$ cat src/rtl/bwt_pkg.sv
// Shared types and default sizes for the BWT emitter slice.
package bwt_pkg;
  localparam int STRING_LEN_DEF = 8;
  localparam int CHAR_W_DEF     = 8;
  localparam int IDX_W_DEF      = 8;

  typedef enum logic [1:0] {IDLE = 2'd0, EMIT = 2'd1, DONE = 2'd2} state_e;

  typedef logic [CHAR_W_DEF-1:0]    char_t;
  typedef logic [IDX_W_DEF-1:0]     idx_t;
  typedef char_t [STRING_LEN_DEF-1:0] str_t;
  typedef idx_t  [STRING_LEN_DEF-1:0] sa_t;
endpackage

$ cat src/rtl/bwt_perm_checker.sv
// Tracks which suffix indices were emitted; flags duplicates, out-of-range
// entries and missing indices by the last transfer.
module bwt_perm_checker
  import bwt_pkg::*;
#(
  parameter int STRING_LEN = STRING_LEN_DEF,
  parameter int IDX_W      = IDX_W_DEF
) (
  input  logic             clk,
  input  logic             rst,
  input  logic             clr,
  input  logic             xfer,
  input  logic             fin,
  input  logic [IDX_W-1:0] sa_val,
  output logic             perm_err
);
  logic [STRING_LEN-1:0] seen, hit;
  logic                  dup, oor, missing;

  always_comb begin
    hit = '0;
    for (int i = 0; i < STRING_LEN; i++) hit[i] = (sa_val == IDX_W'(i));
  end

  assign dup     = |(hit & seen);
  assign oor     = ~|hit;
  // Include the current transfer so the flag is already visible during DONE.
  assign missing = fin && ~&(seen | hit);

  always_ff @(posedge clk) begin
    if (rst || clr) begin
      seen     <= '0;
      perm_err <= 1'b0;
    end else if (xfer) begin
      seen <= seen | hit;
      if (dup || oor || missing) perm_err <= 1'b1;
    end
  end
endmodule

$ cat src/rtl/bwt_emitter.sv
// Streams bwt[i] = str[(sa[i]-1) mod STRING_LEN] with a valid/ready handshake.
// Optional permutation checking is enabled by defining BWT_PERM_CHECK_EN.
module bwt_emitter
  import bwt_pkg::*;
#(
  parameter int STRING_LEN = STRING_LEN_DEF,
  parameter int CHAR_W     = CHAR_W_DEF,
  parameter int IDX_W      = IDX_W_DEF
) (
  input  logic                              clk,
  input  logic                              rst,
  input  logic                              start,
  input  logic [STRING_LEN-1:0][CHAR_W-1:0] input_string,
  input  logic [STRING_LEN-1:0][IDX_W-1:0]  suffixes_in,
  output logic [CHAR_W-1:0]                 out_char,
  output logic                              out_valid,
  input  logic                              out_ready,
  output logic                              out_last,
  output logic [IDX_W-1:0]                  primary_idx,
  output logic                              done,
  output logic                              busy,
  output logic                              range_err,
  output logic                              prim_err
`ifdef BWT_PERM_CHECK_EN
  ,
  output logic                              perm_err
`endif
);
  localparam logic [1:0]       ST_IDLE = IDLE;
  localparam logic [1:0]       ST_EMIT = EMIT;
  localparam logic [1:0]       ST_DONE = DONE;
  localparam logic [IDX_W:0]   LEN     = (IDX_W+1)'(STRING_LEN);
  localparam logic [IDX_W-1:0] LAST    = IDX_W'(STRING_LEN-1);

  logic [1:0]                        state;
  logic [IDX_W-1:0]                  idx, cur_sa, src;
  logic [STRING_LEN-1:0][CHAR_W-1:0] str_q;
  logic [STRING_LEN-1:0][IDX_W-1:0]  sa_q;
  logic                              found_zero, in_range, sa_zero, xfer;

  // Explicit muxes keep index widths independent of IDX_W vs log2(STRING_LEN).
  always_comb begin
    cur_sa = '0;
    for (int i = 0; i < STRING_LEN; i++)
      if (idx == IDX_W'(i)) cur_sa = sa_q[i];
  end

  assign in_range = {1'b0, cur_sa} < LEN;
  assign sa_zero  = (cur_sa == '0);
  assign src      = sa_zero ? LAST : cur_sa - 1'b1;

  always_comb begin
    out_char = '0;
    if (in_range)
      for (int i = 0; i < STRING_LEN; i++)
        if (src == IDX_W'(i)) out_char = str_q[i];
  end

  assign out_valid = (state == ST_EMIT);
  assign out_last  = out_valid && (idx == LAST);
  assign xfer      = out_valid && out_ready;
  assign done      = (state == ST_DONE);
  assign busy      = (state != ST_IDLE);

  always_ff @(posedge clk) begin
    if (rst) begin
      state       <= ST_IDLE;
      idx         <= '0;
      str_q       <= '0;
      sa_q        <= '0;
      primary_idx <= '0;
      found_zero  <= 1'b0;
      range_err   <= 1'b0;
      prim_err    <= 1'b0;
    end else begin
      case (state)
        ST_IDLE: if (start) begin
          str_q       <= input_string;
          sa_q        <= suffixes_in;
          idx         <= '0;
          primary_idx <= '0;
          found_zero  <= 1'b0;
          range_err   <= 1'b0;
          prim_err    <= 1'b0;
          state       <= ST_EMIT;
        end
        ST_EMIT: if (xfer) begin
          if (sa_zero && !found_zero) begin
            primary_idx <= idx;
            found_zero  <= 1'b1;
          end
          if (!in_range) range_err <= 1'b1;
          if (out_last) begin
            // Resolve prim_err now so it is valid alongside the done pulse.
            prim_err <= !(found_zero || sa_zero);
            state    <= ST_DONE;
          end else begin
            idx <= idx + 1'b1;
          end
        end
        ST_DONE: state <= ST_IDLE;
        default: state <= ST_IDLE;
      endcase
    end
  end

`ifdef BWT_PERM_CHECK_EN
  bwt_perm_checker #(.STRING_LEN(STRING_LEN), .IDX_W(IDX_W)) u_perm (
    .clk      (clk),
    .rst      (rst),
    .clr      ((state == ST_IDLE) && start),
    .xfer     (xfer),
    .fin      (xfer && out_last),
    .sa_val   (cur_sa),
    .perm_err (perm_err)
  );
`endif
endmodule

$ cat config.mk
export PLATFORM = sky130hd
export DESIGN_NAME = bwt_emitter
export DESIGN_NICKNAME = d
export VERILOG_FILES = /design/src/rtl/bwt_pkg.sv /design/src/rtl/bwt_perm_checker.sv /design/src/rtl/bwt_emitter.sv
export SDC_FILE = /design/constraint.sdc
export NUM_CORES = 1
export LEC_CHECK = 0
export ABC_AREA = 1
export BUFFER_PORTS_ARGS = -buffer_cell sky130_fd_sc_hd__buf_2
export CAP_MARGIN = 25
export CELL_PAD_IN_SITES_DETAIL_PLACEMENT = 0
export CELL_PAD_IN_SITES_GLOBAL_PLACEMENT = 1
export CORE_AREA = 2 2 146 148
export DETAILED_ROUTE_END_ITERATION = 12
export DIE_AREA = 0 0 148 150
export GPL_ROUTABILITY_DRIVEN = 0
export PLACE_DENSITY = 0.77
export SYNTH_ARGS = -nofsm -noshare
export SYNTH_HDL_FRONTEND = slang
export SYNTH_SLANG_ARGS = --single-unit
$ cat constraint.sdc
create_clock -name clk -period 3.85 [get_ports clk]
set_input_delay 0.77 -clock clk [delete_from_list [all_inputs] [get_ports clk]]
set_output_delay 0.77 -clock clk [all_outputs]
set_load 0.05 [all_outputs]
==> flow_summary.ini, run 1 <==
[status]
status = finished with violations
violations = setup timing

[routing]
routed-wl-met2_mm = 9.92
wire_per_inst_um = 13.9
top_layer_used = met4
vias_per_cell = 4.71
wl_met3_mm = 1.14
postRouteAntennaNets = 0
drc = 0
drt-initial-drc-count = 399
routed-via-count = 7424
wirelength_mm = 21.9
first_pass_iters = 5
met1_length_mm = 10.6

[clocking]
cts_hold_buf = 0
cts_root_buf = clkbuf_16
clkTransAtPathRegs_ps = 60
htreeDepth = 4
cts_buffer_depth = 2
clk_latency_ps = 430
numCtsBuffers = 17
clkSinkCount = 149
cts_tree = done

[synth]
syn_area_um2 = 7060
synth_fa_ha_area_frac = 0.00709
synth_cells = 1049
yosys_warnings = 0
synthFlopType = dfxtp_1
synth_compound_area_frac = 0.158
synth_edf_count = 0
syn_nets = 1185
seq_area_frac_synth = 0.423
synth.area.top_cells = dfxtp_1, nor2_1, o21ai_0
ys_types = 40
synth.mux.area_fraction = 0
synth_top_family_by_area = simple AND/OR/NAND/NOR gates
syn_area_per_cell_um2 = 6.73
synth_seq_cells = 149
synth-simple-area-share = 0.331
synth_top_area_frac = 0.423
synth_area_leader_cell = dfxtp_1
ys_async_sr_fraction = 0
synth_xor_area_frac = 0

[timing]
fin_ws_ps = -467
hold_ws_ps = 457
tightest_slew_ps = 656
period_needed_ps = 4320
setup_viol = 8
slew-limit-headroom = 0.563
hold_viol = 0
fmax_mhz = 232
rsz0062_at_grt = yes
finalClockSkew_ps = 6.09
report.final.slew_viol_count = 0
period_share = 1.12

[global_routing]
track_usage = 0.195
grt_pass1_vias = 6890
grt_pass1_wl_mm = 34.0
grt_max_degree = 94
grt.overflow.total = 0
antenna_found_initial = 0

[floorplan]
die_area_um2 = 22200
die_y_um = 150
fp.dieW_um = 148
num_rows = 53
ios = 154
initial_utilization = 0.341
core_area_um2 = 20700

[hold_path]
min_from = str_q[62]
hold_depth = 2
min_to = str_q[62]
hold_path_class = flip-flop to flip-flop

[worst_setup_path]
setup.worst_path.end_class = primary output
reg2reg_from = idx[4]
critPathRequiredTime_ps = 3080
rr_worst_depth = 22
crit_fanout = 8
r2r_setup_slack_ps = 780
regToRegEndpoint = primary_idx[4]
cpMostUsedCell = nand2_1
cp_slowest_cell = dfxtp_4
crit_type = flip-flop to primary output
cp-start-kind = flip-flop
arrival_ps = 3550
critical-path-max-stage-delay_ps = 360

[cells_and_area]
stdcell_count = 1575
syn_to_final_growth_pct = 43.5
regArea_um2 = 3000
fillCellCount = 2082
nets = 1424
final_util = 0.490
final_area_um2 = 10100
mostFrequentLayoutCells = nor2_1, o21ai_0, buf_2, dfxtp_1, nand2_1
drive_gt1_frac = 0.340
multiInputGateArea_um2 = 3970
num_antenna_cells = 0
layout_commonest_cell = nor2_1

[placement]
numPortBuffers = 153
placed_area_um2 = 8530
place_inst = 1500
dp_hpwl_mm = 15.3

[power]
ir_drop_v = 0.000288
p_total_mw = 5.17
leakagePower_nw = 4.71
p_per_area_nw_per_um2 = 510

[run]
cap_violations = 0
-- power breakdown --
group          internal [mW]  leakage, nW  switching [mW]  total, mW
sequential              1.66         1.24          0.0718       1.73
combinational          0.705         3.15           0.879       1.58
clock                   1.21        0.322           0.639       1.85
total                   3.58         4.71            1.59       5.17
-- worst max-delay path, delay by kind of cell (launching register included) --
family                     cells  cell delay [ps]
buffers and inverters          6              620
DFF                            1              360
adders and majority gates      1              140
and+or+nand+nor               24             1950
-- metal layers --
metal,global-route usage,vias up
met5,0,-
met3,0.0372,23
met4,0.0576,0
met2,0.307,187
li1,-,3839
met1,0.271,3375
-- per-stage QoR --
stage / setup WS, ps / TNS [ps]
2_1_floorplan: 75.7 / 0
6_report: -467 / -3500
4_1_cts: -428 / -3280
3_5_place_dp: -228 / -1550
5_1_grt: -707 / -5440
3_3_place_gp: -176 / -1170
-- cell usage after synthesis, types with 2 or more instances --
cell type,n
nor2_1,271
nand2_1,163
o21ai_0,152
dfxtp_1,149
inv_1,81
a21oi_1,44
clkbuf_1,40
nand3_1,39
inv_2,16
nand4_1,12
nand2_2,11
nor2_2,9
nor3_1,7
o21ai_1,7
ha_1,4
or2_0,4
buf_1,3
nand2_4,3
nand3_2,3
nand3_4,3
nand3b_1,3
nor2_4,3
a211oi_1,2
a21oi_2,2
buf_6,2
nor3_4,2
-- logic make-up after synthesis --
logic type,after synthesis
simple gates,537
buf+inv,145
compound gates,214
fa+ha+maj,4
flops,149
-- worst max-delay path by stage --
stage          startpoint           to  slack, ps
6_report           idx[0]  out_char[4]       -470
5_1_grt            idx[0]  out_char[0]       -710
4_1_cts            idx[0]  out_char[4]       -430
3_5_place_dp       idx[1]  out_char[4]       -230
3_3_place_gp       idx[1]  out_char[4]       -180
2_1_floorplan      idx[0]  out_char[2]         80
-- registers in the layout, summed over array words and instances, names as in the netlist --
register,count
idx,8
found_zero,1
range_err,1
str_q,64
sa_q,64
state,2
prim_err,1
primary_idx,8
-- repair_timing --
action	in CTS	in global routing
setup buffers	25	16
resized for setup	81	87
pin swaps	36	49
endpoints found under the setup margin	8	8
cloned	3	0
-- area by class of cell --
class / count / area share
Clock buffer: 22 / 0.0478
Clock inverter: 9 / 0.0170
Inverter: 97 / 0.0373
Multi-Input combinational cell: 758 / 0.392
Sequential cell: 149 / 0.296
Tap cell: 275 / 0.0340
Timing Repair Buffer: 265 / 0.177
No activity file was read; power rests on OpenSTA's default activity.
==> run 2: changes to the inputs <==
--- a/config.mk
+++ b/config.mk
@@ -10,11 +10,12 @@
 export CAP_MARGIN = 25
 export CELL_PAD_IN_SITES_DETAIL_PLACEMENT = 0
 export CELL_PAD_IN_SITES_GLOBAL_PLACEMENT = 1
-export CORE_AREA = 2 2 146 148
+export CORE_AREA = 2 2 148 150
 export DETAILED_ROUTE_END_ITERATION = 12
-export DIE_AREA = 0 0 148 150
+export DIE_AREA = 0 0 150 152
 export GPL_ROUTABILITY_DRIVEN = 0
-export PLACE_DENSITY = 0.77
+export PLACE_DENSITY = 0.78
+export SKIP_CTS_REPAIR_TIMING = 1
 export SYNTH_ARGS = -nofsm -noshare
 export SYNTH_HDL_FRONTEND = slang
 export SYNTH_SLANG_ARGS = --single-unit
==> constraint.sdc (replaced) <==
create_clock -name clk -period 3.9 [get_ports clk]
set_input_delay 0.78 -clock clk [delete_from_list [all_inputs] [get_ports clk]]
set_output_delay 0.78 -clock clk [all_outputs]
set_load 0.05 [all_outputs]
==> run 2 against run 1 <==
Against the previous run:
- the flow still finishes with violations (setup timing)
- cell area is 3.5% lower
- clock skew is 4.1 ps higher
- utilization is 3.2 points lower
- sequential power hardly changed
- non-clock buffer count is 23 lower
==> flow_summary.ini, run 2 (synthesis results as in run 1) <==
[status]
status = finished with violations
violations = setup timing

[floorplan]
die_area_um2 = 22800
die_y_um = 152
fp.dieW_um = 150
ios = 154
num_rows = 54
initial_utilization = 0.331
core_area_um2 = 21400

[clocking]
cts_buffer_depth = 2
clkSinkCount = 149
clk_latency_ps = 420
clkTransAtPathRegs_ps = 60
cts_tree = done
htreeDepth = 4
numCtsBuffers = 17
cts_root_buf = clkbuf_16

[power]
leakagePower_nw = 4.51
ir_drop_v = 0.000270
internal-power_mw = 3.38
seq_power_share = 0.346
p_total_mw = 4.94
clock_power_share = 0.353
p_per_area_nw_per_um2 = 505
combPwrFrac = 0.300
p_sw_mw = 1.56
swShare = 0.315

[global_routing]
track_usage = 0.186
grt.overflow.total = 0
grt_max_degree = 89
grt_pass1_wl_mm = 33.6
grt_pass1_vias = 6603
antenna_found_initial = 0

[worst_setup_path]
crit_fanout = 5
crit_type = flip-flop to primary output
cp_slowest_cell = dfxtp_2
regToRegEndpoint = primary_idx[1]
reg2reg_from = idx[0]
path_buf_inv = 5
r2r_setup_slack_ps = 750
cp-start-kind = flip-flop
arrival_ps = 3510
rr_worst_depth = 23
cpMostUsedCell = nand2_2
setup.worst_path.end_class = primary output
crit_family = simple AND/OR/NAND/NOR gates
critical-path-max-stage-delay_ps = 330
critPathRequiredTime_ps = 3120

[timing]
hold_viol = 0
fmax_mhz = 233
period_needed_ps = 4290
hold_ws_ps = 452
setup_viol = 8
rsz0062_at_grt = yes
slew-limit-headroom = 0.510
fin_setup_tns_ps = -2790
finalClockSkew_ps = 10.2
tightest_slew_ps = 735
fin_ws_ps = -393
period_share = 1.10
report.final.slew_viol_count = 0

[cells_and_area]
mostFrequentLayoutCells = nor2_1, o21ai_0, dfxtp_1, buf_2, nand2_1
final_area_um2 = 9780
syn_to_final_growth_pct = 38.5
nets = 1404
layout_commonest_cell = nor2_1
num_antenna_cells = 0
top_regs = sa_q (64), str_q (64)
drive_gt1_frac = 0.312

[routing]
drc = 0
first_pass_iters = 5
wire_per_inst_um = 14.1
routed-via-count = 7203
wirelength_mm = 21.9
drt-initial-drc-count = 389
vias_per_cell = 4.62
postRouteAntennaNets = 0

[hold_path]
hold_path_class = flip-flop to flip-flop
min_to = sa_q[60]
hold_depth = 2
min_from = sa_q[60]

[placement]
dp_hpwl_mm = 15.7
pre_cts_ws_ps = -201
placed_area_um2 = 8500
numPortBuffers = 153

[run]
cap_violations = 0
## run 2: changes by cell type in the layout (fill, tap and decap cells not counted), sizes merged
cell,before,now
inv,95,96
buf,265,242
bufinv,5,4
nor2,283,284
clkbuf,22,21
nand2,181,183
## run 2: worst reg2reg max path, cell delays in order (launching register included)
cell,delay (ps)
dfxtp_2,340
inv_2,90
ha_1,160
inv_1,70
nor2_4,120
nand2_2,130
or2_1,230
nand3_1,110
nand3_1,80
nand2_1,60
nand2_1,90
a21oi_4,160
buf_4,140
nand3_4,100
nor2_4,130
inv_4,90
buf_4,150
o21ai_1,140
nand2_2,170
inv_2,80
nand2_1,70
inv_2,160
nand2_1,90
a21oi_1,120
## run 2: layer usage
| layer | global-route usage | vias to the layer above | routed length [µm] |
|---|---|---|---|
| met5 | 0 | - | 0 |
| met4 | 0.0445 | 0 | 191 |
| met3 | 0.0378 | 16 | 1010 |
| met2 | 0.281 | 162 | 9740 |
| met1 | 0.270 | 3226 | 11000 |
| li1 | - | 3799 | - |
## run 2: power groups by stage
stage          clock network, mW  registers [mW]  logic, mW
2_1_floorplan                  0            1.72      0.749
3_3_place_gp                   0            1.74       1.15
3_5_place_dp                   0            1.74       1.16
4_1_cts                     1.78            1.71       1.17
5_1_grt                     1.85            1.72       1.63
6_report                    1.74            1.71       1.48
## run 2: worst max path at each step
stage                start          end  slack, ps  cells past startpoint
floorplan           idx[0]  out_char[2]        120                     27
global placement    idx[1]  out_char[2]       -170                     29
detailed placement  idx[1]  out_char[2]       -200                     29
CTS                 idx[1]  out_char[2]       -670                     29
global route        idx[4]  out_char[4]       -700                     30
finish              idx[4]  out_char[3]       -390                     28
## run 2: cell type report
type / instances / area (µm²)
multi-input combinational: 761 / 3880
fill: 2213 / 11600
timing repair buffer: 242 / 1560
sequential: 149 / 2990
tap: 280 / 350
clock inverter: 9 / 151
clock buffer: 21 / 470
inverter: 97 / 370
## run 2: through the flow
step / instances / utilization
6_report: 1559 / 0.458
5_1_grt: 1559 / 0.458
4_1_cts: 1530 / 0.427
3_5_place_dp: 1500 / 0.398
3_3_place_gp: 1500 / 0.398
2_1_floorplan: 1049 / -
